--- config.mk ---
export PLATFORM = sky130hd
export DESIGN_NAME = serial_alu_sequencer
export DESIGN_NICKNAME = d
export VERILOG_FILES = /design/src/rtl/serial_alu_pkg.sv /design/src/rtl/serial_alu_sequencer_cmd_fifo.sv /design/src/rtl/serial_alu_sequencer.sv
export SDC_FILE = /design/constraint.sdc
export NUM_CORES = 1
export LEC_CHECK = 0
export CAP_MARGIN = 40
export CORE_ASPECT_RATIO = 0.5
export CORE_MARGIN = 4
export CORE_UTILIZATION = 45
export DETAILED_ROUTE_END_ITERATION = 16
export PLACE_DENSITY_LB_ADDON = 0.1
export SKIP_CTS_REPAIR_TIMING = 1
export SLEW_MARGIN = 0
export SYNTH_ARGS = -nofsm -noshare
export SYNTH_HDL_FRONTEND = slang
export SYNTH_HIERARCHICAL = 1
export SYNTH_SLANG_ARGS = --single-unit
--- constraint.sdc ---
create_clock -name clk -period 2.3 [get_ports clk]
set_input_delay 0.345 -clock clk [delete_from_list [all_inputs] [get_ports clk]]
set_output_delay 0.345 -clock clk [all_outputs]
set_load 0.01 [all_outputs]
--- src/rtl/serial_alu_pkg.sv ---
`default_nettype none
// ============================================================================
// Module      : serial_alu_pkg
// Description : Shared opcodes, FSM state encoding and opcode legality helper
//               for the bit-serial ALU issue/collect stage.
// Revision    : 1.0 - initial release
// ============================================================================
package serial_alu_pkg;

   // ALU opcodes; OP_RST also clears the ALU's internal bit counter.
   localparam logic [2:0] OP_RST = 3'b000;
   localparam logic [2:0] OP_XOR = 3'b001;
   localparam logic [2:0] OP_SUB = 3'b100;

   // Sequencer FSM states
   localparam logic [2:0] IDLE    = 3'd0;
   localparam logic [2:0] CLEAR   = 3'd1;
   localparam logic [2:0] RUN     = 3'd2;
   localparam logic [2:0] CAPTURE = 3'd3;
   localparam logic [2:0] DONE    = 3'd4;

   function automatic logic is_legal_op(input logic [2:0] op);
      return (op == OP_XOR) || (op == OP_SUB);
   endfunction

endpackage
`default_nettype wire

--- src/rtl/serial_alu_sequencer_cmd_fifo.sv ---
`default_nettype none
// ============================================================================
// Module      : cmd_fifo
// Description : Synchronous command FIFO with registered occupancy count.
//               Pushes while full and pops while empty are ignored, so a
//               push can never overwrite live data even with a concurrent pop.
// Ports       : clk, reset       - clock, asynchronous active-high reset
//               push_i, wr_data_i - write strobe and data
//               pop_i, rd_data_o  - read strobe and head-of-queue data
//               full_o, empty_o   - occupancy flags
// Revision    : 1.0 - initial release
// ============================================================================
module cmd_fifo #(
   parameter int DATA_W     = 11,
   parameter int FIFO_DEPTH = 2
) (
   input  logic              clk,
   input  logic              reset,
   input  logic              push_i,
   input  logic [DATA_W-1:0] wr_data_i,
   input  logic              pop_i,
   output logic [DATA_W-1:0] rd_data_o,
   output logic              full_o,
   output logic              empty_o
);

   localparam int PTR_W = (FIFO_DEPTH > 1) ? $clog2(FIFO_DEPTH) : 1;
   localparam int CNT_W = $clog2(FIFO_DEPTH + 1);
   localparam logic [CNT_W-1:0] DEPTH_C = CNT_W'(FIFO_DEPTH);

   logic [DATA_W-1:0] mem_q [FIFO_DEPTH];
   logic [PTR_W-1:0]  wr_ptr_q;
   logic [PTR_W-1:0]  rd_ptr_q;
   logic [CNT_W-1:0]  count_q;
   logic              do_push;
   logic              do_pop;

   assign full_o    = (count_q == DEPTH_C);
   assign empty_o   = (count_q == '0);
   assign do_push   = push_i && !full_o;
   assign do_pop    = pop_i && !empty_o;
   assign rd_data_o = mem_q[rd_ptr_q];

   // Pointers wrap naturally because the depth is a power of two.
   always_ff @(posedge clk or posedge reset) begin
      if (reset) begin
         wr_ptr_q <= '0;
         rd_ptr_q <= '0;
         count_q  <= '0;
      end else begin
         if (do_push) wr_ptr_q <= wr_ptr_q + 1'b1;
         if (do_pop)  rd_ptr_q <= rd_ptr_q + 1'b1;
         case ({do_push, do_pop})
            2'b10:   count_q <= count_q + 1'b1;
            2'b01:   count_q <= count_q - 1'b1;
            default: count_q <= count_q;
         endcase
      end
   end

   // Storage carries no reset; occupancy alone decides what is valid.
   always_ff @(posedge clk) begin
      if (do_push) mem_q[wr_ptr_q] <= wr_data_i;
   end

endmodule
`default_nettype wire

--- src/rtl/serial_alu_sequencer.sv ---
`default_nettype none
// ============================================================================
// Module      : serial_alu_sequencer
// Description : Issue/collect stage for the bit-serial ALU. Buffers commands,
//               clears the ALU, runs it for WIDTH cycles with stable operands,
//               captures result/flags and hands them downstream.
// Ports       : clk, reset                 - clock, async active-high reset
//               in_valid/in_ready/in_a/in_b/in_op - upstream command channel
//               alu_srcA/alu_srcB/alu_opCode     - ALU drive
//               alu_result/alu_zero/alu_carry/alu_sign - ALU returns
//               out_valid/out_ready/out_*         - downstream result channel
//               busy                              - work pending or in flight
// Revision    : 1.0 - initial release
// ============================================================================
module serial_alu_sequencer
   import serial_alu_pkg::*;
#(
   parameter int WIDTH      = 4,
   parameter int FIFO_DEPTH = 2
) (
   input  logic             clk,
   input  logic             reset,
   input  logic             in_valid,
   output logic             in_ready,
   input  logic [WIDTH-1:0] in_a,
   input  logic [WIDTH-1:0] in_b,
   input  logic [2:0]       in_op,
   output logic [WIDTH-1:0] alu_srcA,
   output logic [WIDTH-1:0] alu_srcB,
   output logic [2:0]       alu_opCode,
   input  logic [WIDTH-1:0] alu_result,
   input  logic             alu_zero,
   input  logic             alu_carry,
   input  logic             alu_sign,
   output logic             out_valid,
   input  logic             out_ready,
   output logic [WIDTH-1:0] out_result,
   output logic             out_zero,
   output logic             out_carry,
   output logic             out_sign,
   output logic [2:0]       out_op,
   output logic             out_err,
   output logic             busy
);

   localparam int DATA_W = 2 * WIDTH + 3;
   localparam int CNT_W  = (WIDTH > 1) ? $clog2(WIDTH) : 1;
   localparam logic [CNT_W-1:0] CNT_LAST = CNT_W'(WIDTH - 1);

   logic              fifo_full;
   logic              fifo_empty;
   logic              fifo_pop;
   logic [DATA_W-1:0] fifo_head;
   logic [WIDTH-1:0]  head_a;
   logic [WIDTH-1:0]  head_b;
   logic [2:0]        head_op;

   logic [2:0]        state_q,  state_d;
   logic [CNT_W-1:0]  cnt_q,    cnt_d;
   logic [WIDTH-1:0]  a_q,      a_d;
   logic [WIDTH-1:0]  b_q,      b_d;
   logic [2:0]        op_q,     op_d;
   logic              ovalid_q, ovalid_d;
   logic [WIDTH-1:0]  ores_q,   ores_d;
   logic              ozero_q,  ozero_d;
   logic              ocarry_q, ocarry_d;
   logic              osign_q,  osign_d;
   logic [2:0]        oop_q,    oop_d;
   logic              oerr_q,   oerr_d;

   cmd_fifo #(
      .DATA_W     (DATA_W),
      .FIFO_DEPTH (FIFO_DEPTH)
   ) u_cmd_fifo (
      .clk       (clk),
      .reset     (reset),
      .push_i    (in_valid),
      .wr_data_i ({in_a, in_b, in_op}),
      .pop_i     (fifo_pop),
      .rd_data_o (fifo_head),
      .full_o    (fifo_full),
      .empty_o   (fifo_empty)
   );

   assign head_a  = fifo_head[DATA_W-1 -: WIDTH];
   assign head_b  = fifo_head[WIDTH+2 -: WIDTH];
   assign head_op = fifo_head[2:0];

   assign in_ready   = !fifo_full;
   assign busy       = (state_q != IDLE) || !fifo_empty;
   // Operands come straight from the op register, which only loads on a pop,
   // so they cannot move while the ALU is running.
   assign alu_srcA   = a_q;
   assign alu_srcB   = b_q;
   assign alu_opCode = (state_q == RUN) ? op_q : OP_RST;

   assign out_valid  = ovalid_q;
   assign out_result = ores_q;
   assign out_zero   = ozero_q;
   assign out_carry  = ocarry_q;
   assign out_sign   = osign_q;
   assign out_op     = oop_q;
   assign out_err    = oerr_q;

   always_comb begin
      state_d  = state_q;
      cnt_d    = cnt_q;
      a_d      = a_q;
      b_d      = b_q;
      op_d     = op_q;
      ovalid_d = ovalid_q;
      ores_d   = ores_q;
      ozero_d  = ozero_q;
      ocarry_d = ocarry_q;
      osign_d  = osign_q;
      oop_d    = oop_q;
      oerr_d   = oerr_q;
      fifo_pop = 1'b0;

      case (state_q)
         IDLE: begin
            if (!fifo_empty) begin
               fifo_pop = 1'b1;
               a_d      = head_a;
               b_d      = head_b;
               op_d     = head_op;
               if (is_legal_op(head_op)) begin
                  state_d = CLEAR;
               end else begin
                  // Illegal opcodes are reported without touching the ALU.
                  state_d  = DONE;
                  ovalid_d = 1'b1;
                  ores_d   = '0;
                  ozero_d  = 1'b0;
                  ocarry_d = 1'b0;
                  osign_d  = 1'b0;
                  oop_d    = head_op;
                  oerr_d   = 1'b1;
               end
            end
         end
         CLEAR: begin
            state_d = RUN;
            cnt_d   = '0;
         end
         RUN: begin
            cnt_d = cnt_q + 1'b1;
            if (cnt_q == CNT_LAST) state_d = CAPTURE;
         end
         CAPTURE: begin
            // ALU sees OP_RST this cycle but still holds its last result.
            state_d  = DONE;
            ovalid_d = 1'b1;
            ores_d   = alu_result;
            ozero_d  = alu_zero;
            ocarry_d = alu_carry;
            osign_d  = alu_sign;
            oop_d    = op_q;
            oerr_d   = 1'b0;
         end
         DONE: begin
            if (out_ready) begin
               ovalid_d = 1'b0;
               state_d  = IDLE;
            end
         end
         default: state_d = IDLE;
      endcase
   end

   always_ff @(posedge clk or posedge reset) begin
      if (reset) begin
         state_q  <= IDLE;
         cnt_q    <= '0;
         a_q      <= '0;
         b_q      <= '0;
         op_q     <= OP_RST;
         ovalid_q <= 1'b0;
         ores_q   <= '0;
         ozero_q  <= 1'b0;
         ocarry_q <= 1'b0;
         osign_q  <= 1'b0;
         oop_q    <= 3'b000;
         oerr_q   <= 1'b0;
      end else begin
         state_q  <= state_d;
         cnt_q    <= cnt_d;
         a_q      <= a_d;
         b_q      <= b_d;
         op_q     <= op_d;
         ovalid_q <= ovalid_d;
         ores_q   <= ores_d;
         ozero_q  <= ozero_d;
         ocarry_q <= ocarry_d;
         osign_q  <= osign_d;
         oop_q    <= oop_d;
         oerr_q   <= oerr_d;
      end
   end

endmodule
`default_nettype wire

## Word-level counts from Yosys, hierarchy flattened

Memory sizes are Yosys's and may differ from the RTL's.
Index checks and enable logic that the tools add are counted.

- Register bits: 32
- Bits in latches: 0
- Bits in writable memories: 22
- Bits in read-only memories: 0
- Memories kept: 1

Memories:

| memory | words | width | rd ports | clocked after Yosys merged registers in | write ports | RTL line | text |
|---|---|---|---|---|---|---|---|
| u_cmd_fifo.mem_q | 2 | 11 | 1 | 0 | 1 | serial_alu_sequencer_cmd_fifo.sv:31 | `logic [DATA_W-1:0] mem_q [FIFO_DEPTH];` |

- Add/subtract/negate cells: 5
- $mul: 0
- Divide/modulo/power cells: 0
- Order comparisons: 0
- Eq/ne operators: 14
- Shifts and indexed selects: 0
- Multiplexer cells: 28
- Bitwise operators: 1
- Reductions and logical operators: 17

Operator list:

| kind | number |
|---|---|
| 2-to-1 mux 3 bit | 7 |
| case mux 3 bit (5 select lines) | 1 |
| 2-to-1 mux 1 bit | 9 |
| 2-to-1 mux 4 bit | 2 |
| case mux 1 bit (2 select lines) | 4 |
| case mux 2 bit (2 select lines) | 2 |
| case mux 4 bit (2 select lines) | 1 |
| equality test 2 bit, second input constant | 3 |
| equality test 3 x 1 -> 1 bit, second input constant | 2 |
| equality test 3 x 2 -> 1 bit, second input constant | 2 |
| equality test 3 bit, second input constant | 2 |
| != test 2 bit, second input constant | 3 |
| case mux 3 bit (2 select lines) | 1 |
| AND reduction 3 bit | 2 |
| nonzero test 2 bit | 3 |
| nonzero test 3 bit | 2 |
| adder 2 x 1 -> 2 bit, second input constant | 2 |
| AND reduction 4 bit | 1 |
| zero test 3 bit | 1 |
| case mux 1 bit (3 select lines) | 1 |
| adder 1 bit, second input constant | 2 |
| equality test 2 x 1 -> 1 bit, second input constant | 1 |
| logical AND 1 bit | 2 |
| zero test 1 bit | 2 |
| 6 further kinds | 7 |

## Depth between registers and ports, before layout

Gate-level depths: netlist (run 1).

- Word-level depth: 6
- Mapped depth: 10
- Depth with buffers taken out: 8

## By module

The synthesis (run 1) kept the hierarchy.

By module, submodules not included:

| module | instances | cells each | area an instance (um^2) | sequential area each (um^2) |
|---|---|---|---|---|
| serial_alu_sequencer | 1 | 121 | 1241.2 | 700.7 |
| cmd_fifo | 1 | 53 | 992.2 | 760.7 |

## Worst setup path before layout (run 1)

No wires, ideal clock.

- Path type: register to register
- From: register state_q[2]
- To: register u_cmd_fifo.count_q[1]
- Arrival: 2.046 ns
- Required time: 2.221 ns
- Path slack: 0.175 ns
- Stages on the path, launching flop included: 10
- Period minus slack after synthesis: 2.125 ns
- Path through: dfrtp_1 buf_6 or4_4 buf_6 inv_1 buf_4 nor2b_2 ha_1 nor2_1 xor2_1

- Longest elaborated chain between the ends: 5
- Elaborated cells on any way between the ends: 7
- Classes of those cells: 2 x eq/ne; 2 x mux; 3 x reduce/logical

RTL lines:

| what | RTL line | text |
|---|---|---|
| start, declared | serial_alu_sequencer.sv:58 | `logic [2:0] state_q, state_d;` |
| start signal, assigned | serial_alu_sequencer.sv:186 | `state_q <= state_d;` |
| zero test 3 bit * | serial_alu_sequencer.sv:120 | `case (state_q)` |
| 2-to-1 mux 1 bit * | serial_alu_sequencer.sv:120 |  |
| via fifo_pop | serial_alu_sequencer.sv:52 | `logic fifo_pop;` |
| logical AND 1 bit * | serial_alu_sequencer_cmd_fifo.sv:41 | `assign do_pop = pop_i && !empty_o;` |
| via u_cmd_fifo.do_pop | serial_alu_sequencer_cmd_fifo.sv:36 | `logic do_pop;` |
| equality test 2 x 1 -> 1 bit or equality test 2 bit (tied branches) | serial_alu_sequencer_cmd_fifo.sv:53 | `case ({do_push, do_pop})` |
| case mux 2 bit (2 select lines) or nonzero test 2 bit (tied branches) | - |  |
| end signal, assigned | serial_alu_sequencer_cmd_fifo.sv:54 | `2'b10: count_q <= count_q + 1'b1;` |
| end signal, assigned | serial_alu_sequencer_cmd_fifo.sv:55 | `2'b01: count_q <= count_q - 1'b1;` |
| end signal, assigned | serial_alu_sequencer_cmd_fifo.sv:56 | `default: count_q <= count_q;` |
| end, declared | serial_alu_sequencer_cmd_fifo.sv:34 | `logic [CNT_W-1:0] count_q;` |

The timed path passes the listed nets; every way through them passes the cells marked *.
A chain may end at the register's enable or synchronous reset.

## Worst setup path after layout (run 1)

- From: register state_q[1]
- To: output port alu_opCode[2]

- Longest elaborated chain between the ends: 2

RTL lines:

| what | RTL line | text |
|---|---|---|
| equality test 3 x 2 -> 1 bit | serial_alu_sequencer.sv:95 | `assign alu_opCode = (state_q == RUN) ? op_q : OP_RST;` |
| 2-to-1 mux 3 bit | serial_alu_sequencer.sv:95 |  |
| end, declared | serial_alu_sequencer.sv:30 | `output logic [2:0] alu_opCode,` |

No other way between the ends.

==> results.json, run 1 <==
{
  "firstDrtPassIters": 4,
  "finClkSkew_ns": 0.002630,
  "fp.dieH_microns": 57.82,
  "rows": 17,
  "worst_path_largest_cell_delay_ns": 0.59,
  "drtIter0Drc": 38,
  "layout_common_cells": "clkdlybuf4s50_1, nand2_1, dfrtp_1",
  "setup_tns_ns": 0,
  "fin_nets": 250,
  "dieArea_sq_um": 6223,
  "start_kind": "register",
  "grt_usage": 0.1552,
  "area_delta_synth_final_pct": 28.96,
  "holdWs_ns": 0.2600,
  "cts_tree": "done",
  "r2r_start": "state_q[2]$_DFFE_PP0P_",
  "ant_nets": 0,
  "htreeDepth": 2,
  "cap_viol_max_count": 0,
  "grt_setup_unrepaired": "false",
  "start_util": 0.4861,
  "fin_crit_ns": 2.117,
  "avgSynthCellArea_sq_um": 12.84,
  "gp_congestion": 0.7690,
  "drt-total-wl_mm": 4.429,
  "r2r_end": "u_cmd_fifo/count_q[1]$_DFFE_PP0P_",
  "cts.path.max_buffers": 2,
  "cp_top_family": "buffers and inverters",
  "r2r_cells": 6,
  "crit_path_cell_trace": "inv_1 -> nor4b_1 -> clkdlybuf4s50_1",
  "grt_pass1_wl_mm": 7.514,
  "regToRegSetupSlack_ns": 0.33,
  "wl_per_cell_microns": 15.12,
  "ys_ff_latch": 54,
  "grt_antenna_before_repair": 0,
  "num_vias": 1442,
  "setup_viol": 0,
  "grt_max_degree": 22,
  "layout_commonest_cell": "clkdlybuf4s50_1",
  "critPathCaptureType": "output pin",
  "status": "completed",
  "hpwl_mm": 3.175,
  "antenna_cells": 0,
  "final_max_slew_viol_count": 0,
  "hold_violations": 0,
  "grt_pass1_vias": 1545,
  "synth_cells": 174,
  "port_buffers": 46,
  "clk_latency_ns": 0.30,
  "crit_buf_inv": 2,
  "setup_slack_ns": 0.1830,
  "irDropWorstVdd_mv": 0.5731,
  "yosysWarningCount": 6,
  "ios": 47,
  "cts-root-buf": "clkbuf_8",
  "cp.required_ns": 1.96,
  "synth_seq_area_share": 0.6543,
  "netlist_area_sq_um": 2233,
  "critical_path_class": "reg -> out",
  "max-slew-margin-rel": 0.6069,
  "cts_buffers": 5,
  "clock-sinks": 54,
  "design_area_sq_um": 2880,
  "synthesis.nets": 198,
  "die-width_microns": 107.6,
  "synth.distinct_cells": 36,
  "critPathMaxFanout": 15,
  "leakage_nw": 1.206,
  "worstHoldPathType": "in -> async",
  "viasPerCell": 4.922,
  "arrival_ns": 1.77,
  "cp_slowest_cell": "clkdlybuf4s50_1",
  "powerDensity_nw_per_um2": 1313,
  "route.detailed.drc": 0,
  "dp_slack_ns": 0.3486,
  "grt_overflow_total": 0,
  "path_clk_slew_ns": 0.09,
  "drive_above_1_share": 0.1366,
  "fmax_mhz": 472.4,
  "placed_area_sq_um": 2789,
  "finalCritPeriodShare": 0.9205,
  "worst_pin_slew_ns": 0.5897,
  "design.core.area_sq_um": 4594
}
## through the flow
step | instances | utilization | total power, W
after detailed placement | 285 | 0.6070 | 0.003302
after CTS | 293 | 0.6266 | 0.003829
after global routing | 293 | 0.6269 | 0.004084
final | 293 | 0.6269 | 0.003781
after global placement | 285 | 0.6070 | 0.003258
after floorplan | 174 | - | 0.002693
## worst max path at each step
stage | start | to | slack, ns | cells past startpoint
after global routing | state_q[0]$_DFFE_PP0P_ | alu_opCode[0] | 0.09 | 4
final | state_q[1]$_DFFE_PP0P_ | alu_opCode[2] | 0.18 | 3
after floorplan | state_q[2]$_DFFE_PP0P_ | u_cmd_fifo/count_q[1]$_DFFE_PP0P_ | 0.17 | 9
after global placement | state_q[1]$_DFFE_PP0P_ | u_cmd_fifo/count_q[1]$_DFFE_PP0P_ | 0.40 | 6
after detailed placement | state_q[2]$_DFFE_PP0P_ | u_cmd_fifo/count_q[1]$_DFFE_PP0P_ | 0.35 | 6
after CTS | state_q[1]$_DFFE_PP0P_ | alu_opCode[2] | 0.04 | 3
## layout make-up
type	count	area [sq um]
repair buffers	53	525.5
flip-flops and latches	54	1463
inverters	8	30.03
fillers	389	1714
multi-input cells	104	689.4
clock inverters	3	21.27
clock buffers	5	68.82
well taps	66	82.58
## flip-flops by register name, indices dropped and copies added (netlist names), 2 cells and up
name and count:
alu_srcB 4, state_q 3, u_cmd_fifo/mem_q 22, alu_srcA 4
op_q 3, out_op 3, cnt_q 2, out_result 4
u_cmd_fifo/count_q 2
## where the power goes
group / internal [W] / leakage, nW / switching, W
clock network: 0.000215 / 0.0458 / 0.000304
registers: 0.00134 / 0.594 / 0.000208
logic: 0.000851 / 0.565 / 0.000864
total: 0.00241 / 1.21 / 0.00138
## routing by layer
metal  vias up  global-route usage  routed length [microns]
met5         -                   0                        0
met3         9             0.04004                      204
met4         0             0.03957                       51
met1       688              0.2062                     2150
li1        710                   -                        -
met2        35              0.2580                     2023
## kinds of logic after synthesis
logic type	synth area share
flops	0.6543
mux	0.05546
compound gates	0.09188
buf+inv	0.03697
simple gates	0.1227
xor+xnor	0.02745
fa+ha+maj	0.01120
## Yosys cell counts
library cell | count | area, sq um
dfrtp_1 | 32 | 800.8
clkbuf_1 | 4 | 15.01
o21ai_0 | 3 | 15.01
o211ai_1 | 1 | 7.510
xnor2_1 | 4 | 35.03
a2bb2oi_1 | 2 | 17.52
ha_1 | 2 | 25.02
a22oi_2 | 1 | 12.51
edfxtp_1 | 22 | 660.6
a21o_1 | 1 | 7.510
and3_1 | 4 | 25.02
a21oi_1 | 3 | 15.01
o21a_1 | 1 | 7.510
nor2b_2 | 1 | 8.760
o2bb2a_1 | 1 | 10.01
nor4b_1 | 1 | 8.760
a31oi_1 | 1 | 6.260
o22ai_1 | 3 | 18.77
nand2b_1 | 1 | 6.260
a22o_4 | 1 | 17.52
a22o_1 | 7 | 61.31
nor2b_1 | 1 | 6.260
inv_1 | 8 | 30.03
nand2_1 | 37 | 138.9
buf_6 | 2 | 22.52
nor2_1 | 6 | 22.52
or4_4 | 1 | 11.26
mux2_2 | 11 | 123.9
o22a_1 | 1 | 8.760
buf_4 | 2 | 15.01
or3_1 | 1 | 6.260
nand3_1 | 1 | 5.000
nor3b_1 | 1 | 7.510
nor4_2 | 1 | 12.51
nand3b_1 | 2 | 15.01
xor2_1 | 3 | 26.28
(Power assumes the default switching activity.)
==> run 2: changes to the inputs <==
Settings changed: ABC_AREA set to 1, CORE_MARGIN 4 to 8, CORE_UTILIZATION 45 to 46.
==> run 2 against run 1 <==
Net effect: highest routed layer unchanged; non-clock buffer count shrank 3; via count grew 14%; first-iteration DRC count up 61%; clock power rose by 44%; critical path type unchanged.
==> results.json, run 2 <==
{
  "path_clk_slew_ns": 0.09,
  "p_clk_frac": 0.182,
  "design.core.area_sq_um": 4932,
  "top_register": "u_cmd_fifo/mem_q",
  "synthTopCellsByArea": "dfrtp_1, edfxtp_1, nand2_1",
  "grt_usage": 0.1266,
  "setup_tns_ns": 0,
  "cap_viol_max_count": 0,
  "worst_pin_slew_ns": 0.4867,
  "cts-root-buf": "clkbuf_8",
  "yosysWarningCount": 6,
  "hold_violations": 0,
  "viasPerCell": 4.480,
  "setup_viol": 0,
  "die-width_microns": 117.2,
  "critPathCaptureType": "output pin",
  "powerDensity_nw_per_um2": 1345,
  "largest_register_ff_count": 22,
  "r2r_start": "u_cmd_fifo/count_q[0]$_DFFE_PP0P_",
  "worstSetupEndpoint": "alu_opCode[0]",
  "port_buffers": 46,
  "antenna_cells": 0,
  "cts_tree": "done",
  "hpwl_mm": 3.355,
  "combPwrFrac": 0.437,
  "r2r_end": "u_cmd_fifo/count_q[1]$_DFFE_PP0P_",
  "rows": 18,
  "finClkSkew_ns": 0.007004,
  "leakage_nw": 1.452,
  "arrival_ns": 1.80,
  "synth_edf_count": 22,
  "layout_common_cells": "nand2_1, clkdlybuf4s50_1, inv_1",
  "p_sw_frac": 0.3815,
  "ys_top_cells_by_count": "nand2_1, inv_1, dfrtp_1",
  "p_int_w": 0.002526,
  "critPathLaunch": "state_q[2]$_DFFE_PP0P_",
  "clock-sinks": 54,
  "clk_latency_ns": 0.31,
  "ant_nets": 0,
  "cp.required_ns": 1.96,
  "fp.dieH_microns": 66.61,
  "power_frac_seq": 0.380,
  "fin_crit_ns": 2.148,
  "synth.most_common_cell": "nand2_1",
  "grt_pass1_wl_mm": 7.521,
  "grt_pass1_vias": 1614,
  "critical_path_class": "reg -> out",
  "irDropWorstVdd_mv": 0.5723,
  "fin_nets": 320,
  "fmax_mhz": 465.5,
  "synth_cells": 243,
  "synthesis.nets": 267,
  "grt_max_degree": 29,
  "layout_commonest_cell": "nand2_1",
  "synth_seq_area_share": 0.6203,
  "area_delta_synth_final_pct": 28.89,
  "netlist_area_sq_um": 2356,
  "synthDominantCellAreaShare": 0.3399,
  "synth-async-reset-ratio": 0.5926,
  "synth_ff_type": "dfrtp_1",
  "route.detailed.drc": 0,
  "netSwitchingPower_w": 0.001559,
  "worstHoldPathType": "in -> async",
  "finalCritPeriodShare": 0.9341,
  "grt_overflow_total": 0,
  "start_kind": "register",
  "r2r_cells": 13,
  "status": "completed",
  "cts_buffers": 5,
  "firstDrtPassIters": 4,
  "yosys.area.top_type": "dfrtp_1",
  "critPathMaxFanout": 6,
  "ios": 47,
  "avgSynthCellArea_sq_um": 9.696,
  "htreeDepth": 2,
  "drive_above_1_share": 0.1279,
  "drtIter0Drc": 61,
  "grt_antenna_before_repair": 0,
  "finish.utilization": 0.6157,
  "drt-total-wl_mm": 4.547,
  "cts.path.max_buffers": 2,
  "wl_per_cell_microns": 12.39,
  "gp_congestion": 0.7872,
  "synth.distinct_cells": 26,
  "num_vias": 1644,
  "regToRegSetupSlack_ns": 0.39,
  "dieArea_sq_um": 7807,
  "final_max_slew_viol_count": 0,
  "grt_setup_unrepaired": "false",
  "ys_ff_latch": 54,
  "start_util": 0.4777,
  "max-slew-margin-rel": 0.6752
}
run 2: routing by layer:
layer,GRT usage,wire [microns],vias to the layer above
met5,0,0,-
met4,0.03791,33,0
li1,-,-,868
met2,0.1951,1942,38
met1,0.1645,2236,734
met3,0.04509,334,4
run 2: how the worst min path moves through the flow:
stage                                                   end  cells after the start  slack (ns)                 startpoint
final                       u_cmd_fifo/wr_ptr_q$_DFFE_PP0P_                      2        0.24                      reset
after global routing      u_cmd_fifo/count_q[1]$_DFFE_PP0P_                      2        0.25                      reset
after CTS                   u_cmd_fifo/rd_ptr_q$_DFFE_PP0P_                      2        0.24                      reset
after detailed placement          out_result[2]$_DFFE_PP0P_                      2        0.46  out_result[2]$_DFFE_PP0P_
after global placement                out_valid$_DFFE_PP0P_                      2        0.45      out_valid$_DFFE_PP0P_
after floorplan           u_cmd_fifo/count_q[0]$_DFFE_PP0P_                      1        0.11                      reset
run 2: power by group through the flow:
stage	Sequential, W	Combinational [W]	Clock (W)
finish	0.00155	0.00179	0.000745
global route	0.00160	0.00203	0.000812
CTS	0.00156	0.00182	0.000762
detailed placement	0.00158	0.00181	0
global placement	0.00157	0.00177	0
floorplan	0.00161	0.00116	0
run 2: cells by family after synthesis:
kind of cell | Yosys count | share of synthesized area
simple gates | 120 | 0.2358
flops | 54 | 0.6203
buf+inv | 43 | 0.07700
xor+xnor | 1 | 0.003718
compound gates | 23 | 0.05258
fa+ha+maj | 2 | 0.01062
run 2: final cells by class:
| type | count | area [sq um] |
|---|---|---|
| well taps | 70 | 87.58 |
| multi-input cells | 146 | 713.2 |
| fillers | 412 | 1896 |
| clock inverters | 3 | 68.82 |
| flip-flops and latches | 54 | 1461 |
| inverters | 39 | 146.4 |
| clock buffers | 5 | 68.82 |
| repair buffers | 50 | 490.5 |
run 2: worst max-delay path, stage by stage (launching register included):
cell             delay (ns)
dfrtp_1                0.44
inv_1                  0.15
nand3_1                0.20
nor2_1                 0.16
clkdlybuf4s50_1        0.56
run 2: stage by stage:
stage	hold WS, ns	power (W)	setup WS (ns)	instance area, sq um	cells
final	0.2396	0.004085	0.1516	3037	367
after global routing	0.2458	0.004436	0.01016	3037	367
after CTS	0.2357	0.004137	0.1372	3037	367
after detailed placement	0.4612	0.003388	0.3826	2899	359
after global placement	0.4530	0.003343	0.4438	2899	359
after floorplan	0.1111	0.002768	0.7004	2356	243
==> run 3: changes to the inputs <==
Settings changed: SYNTH_HIERARCHICAL 1 to not set.
==> run 3 against run 2 <==
Net effect: non-clock buffer count rose by 1; via count decreased by 4.4%; combinational power fell by 5%; clock skew is 0.0029 ns lower; routed wire length shrank 3.9%; critical path type unchanged; largest cell class unchanged; highest routed layer unchanged.
==> results.json, run 3 <==
{
  "start_util": 0.4736,
  "power_frac_seq": 0.396,
  "fin_nets": 288,
  "fp.dieH_microns": 66.16,
  "design.core.area_sq_um": 4887,
  "viasPerCell": 4.693,
  "antenna_cells": 0,
  "worst_pin_slew_ns": 0.4193,
  "netlist_area_sq_um": 2315,
  "synth_edf_count": 22,
  "grt_max_degree": 33,
  "setup_viol": 0,
  "synth_ff_type": "dfrtp_1",
  "synthTopCellsByArea": "dfrtp_1, edfxtp_1, nand2_1",
  "hpwl_mm": 3.133,
  "layout_commonest_cell": "clkdlybuf4s50_1",
  "drive_above_1_share": 0.1623,
  "fin_crit_ns": 2.139,
  "top_register": "u_cmd_fifo.mem_q",
  "grt_antenna_before_repair": 0,
  "route.detailed.drc": 0,
  "drtIter0Drc": 55,
  "start_kind": "register",
  "synth-async-reset-ratio": 0.5926,
  "path_clk_slew_ns": 0.09,
  "gp_congestion": 0.8037,
  "grt_pass1_wl_mm": 7.541,
  "cts_buffers": 5,
  "cap_viol_max_count": 0,
  "netSwitchingPower_w": 0.001456,
  "grt_pass1_vias": 1607,
  "avgSynthCellArea_sq_um": 10.97,
  "grt_setup_unrepaired": "false",
  "synth_cells": 211,
  "wl_per_cell_microns": 13.04,
  "finish.utilization": 0.6055,
  "fmax_mhz": 467.4,
  "synthDominantCellAreaShare": 0.3459,
  "firstDrtPassIters": 4,
  "grt_overflow_total": 0,
  "cts_tree": "done",
  "drt-total-wl_mm": 4.369,
  "final_max_slew_viol_count": 0,
  "ys_top_cells_by_count": "nand2_1, dfrtp_1, edfxtp_1, nor2_1, inv_1",
  "cts-root-buf": "clkbuf_8",
  "irDropWorstVdd_mv": 0.5546,
  "synth_seq_area_share": 0.6314,
  "p_clk_frac": 0.163,
  "ios": 47,
  "yosys.area.top_type": "dfrtp_1",
  "yosysWarningCount": 0,
  "dieArea_sq_um": 7696,
  "ys_ff_latch": 54,
  "p_sw_frac": 0.3776,
  "htreeDepth": 2,
  "finClkSkew_ns": 0.004109,
  "critPathCaptureType": "output pin",
  "cp.required_ns": 1.96,
  "critPathMaxFanout": 7,
  "area_delta_synth_final_pct": 27.84,
  "synth.most_common_cell": "nand2_1",
  "critical_path_class": "reg -> out",
  "cts.path.max_buffers": 2,
  "status": "completed",
  "clk_latency_ns": 0.30,
  "leakage_nw": 1.318,
  "setup_tns_ns": 0,
  "arrival_ns": 1.79,
  "clock-sinks": 54,
  "port_buffers": 46,
  "synthesis.nets": 235,
  "num_vias": 1572,
  "finalCritPeriodShare": 0.9302,
  "rows": 18,
  "synth.distinct_cells": 29,
  "worstHoldPathType": "in -> async",
  "powerDensity_nw_per_um2": 1303,
  "die-width_microns": 116.3,
  "hold_violations": 0,
  "ant_nets": 0,
  "layout_common_cells": "clkdlybuf4s50_1, nand2_1, dfrtp_1",
  "p_int_w": 0.002400,
  "largest_register_ff_count": 22,
  "max-slew-margin-rel": 0.7205,
  "combPwrFrac": 0.441,
  "grt_usage": 0.1277
}
run 3: kinds of logic after synthesis:
| logic type | share of synthesized area |
|---|---|
| AND/OR/NAND/NOR | 0.2151 |
| XOR/XNOR | 0.01135 |
| adder cells (fa/ha/maj) | 0.01081 |
| flip-flops | 0.6314 |
| AO/OA/AOI/OAI | 0.07136 |
| buffers and inverters | 0.06000 |
run 3: layer usage:
layer / vias to the layer above / routed length (microns) / track usage
met5: - / 0 / 0
met4: 0 / 66 / 0.04960
met3: 7 / 412 / 0.05556
met2: 38 / 2059 / 0.2137
met1: 740 / 1830 / 0.1425
li1: 787 / - / -
run 3: path summary, 6_finish.rpt:
check | slack, ns | depth (start not counted) | from | endpoint
min | 0.42 | 3 | reset | cnt_q[0]$_DFFE_PP0P_
max | 0.16 | 4 | state_q[2]$_DFFE_PP0P_ | alu_opCode[1]
max reg2reg | 0.52 | 9 | state_q[1]$_DFFE_PP0P_ | u_cmd_fifo.count_q[1]$_DFFE_PP0P_
max in group asynchronous | 1.58 | 3 | reset | out_sign$_DFFE_PP0P_
min in group clk | 0.48 | 2 | out_result[0]$_DFFE_PP0P_ | out_result[0]$_DFFE_PP0P_
min reg2reg | 0.48 | 2 | out_result[0]$_DFFE_PP0P_ | out_result[0]$_DFFE_PP0P_
run 3: per-stage QoR:
stage / setup slack, ns / cells / power, W / hold WS, ns / area [sq um]
after floorplan: 0.6503 / 211 / 0.002740 / 0.4439 / 2315
after detailed placement: 0.5107 / 327 / 0.003281 / 0.4653 / 2848
final: 0.1607 / 335 / 0.003856 / 0.4182 / 2959
after global placement: 0.5490 / 327 / 0.003227 / 0.4542 / 2848
after global routing: 0.01734 / 335 / 0.004191 / 0.4699 / 2959
after CTS: 0.1557 / 335 / 0.003912 / 0.4357 / 2959
run 3: final cells by class:
type                    instances  area [sq um]
inverters                      23         86.33
flip-flops and latches         54          1461
clock inverters                 2         38.79
repair buffers                 51         498.0
multi-input cells             129         714.4
fillers                       407          1928
well taps                      70         87.58
clock buffers                   6         72.57
run 3: power groups by stage:
stage / logic, W / clock network (W) / registers (W)
after floorplan: 0.00115 / 0 / 0.00159
after global placement: 0.00169 / 0 / 0.00153
after detailed placement: 0.00174 / 0 / 0.00154
after CTS: 0.00174 / 0.000646 / 0.00153
after global routing: 0.00194 / 0.000695 / 0.00156
final: 0.00170 / 0.000629 / 0.00153
run 3: critical path: stages (launching register included):
cell and delay, ns:
dfrtp_1 0.42, inv_1 0.12, nand3_1 0.20, nor2_1 0.19
clkdlybuf4s50_1 0.56
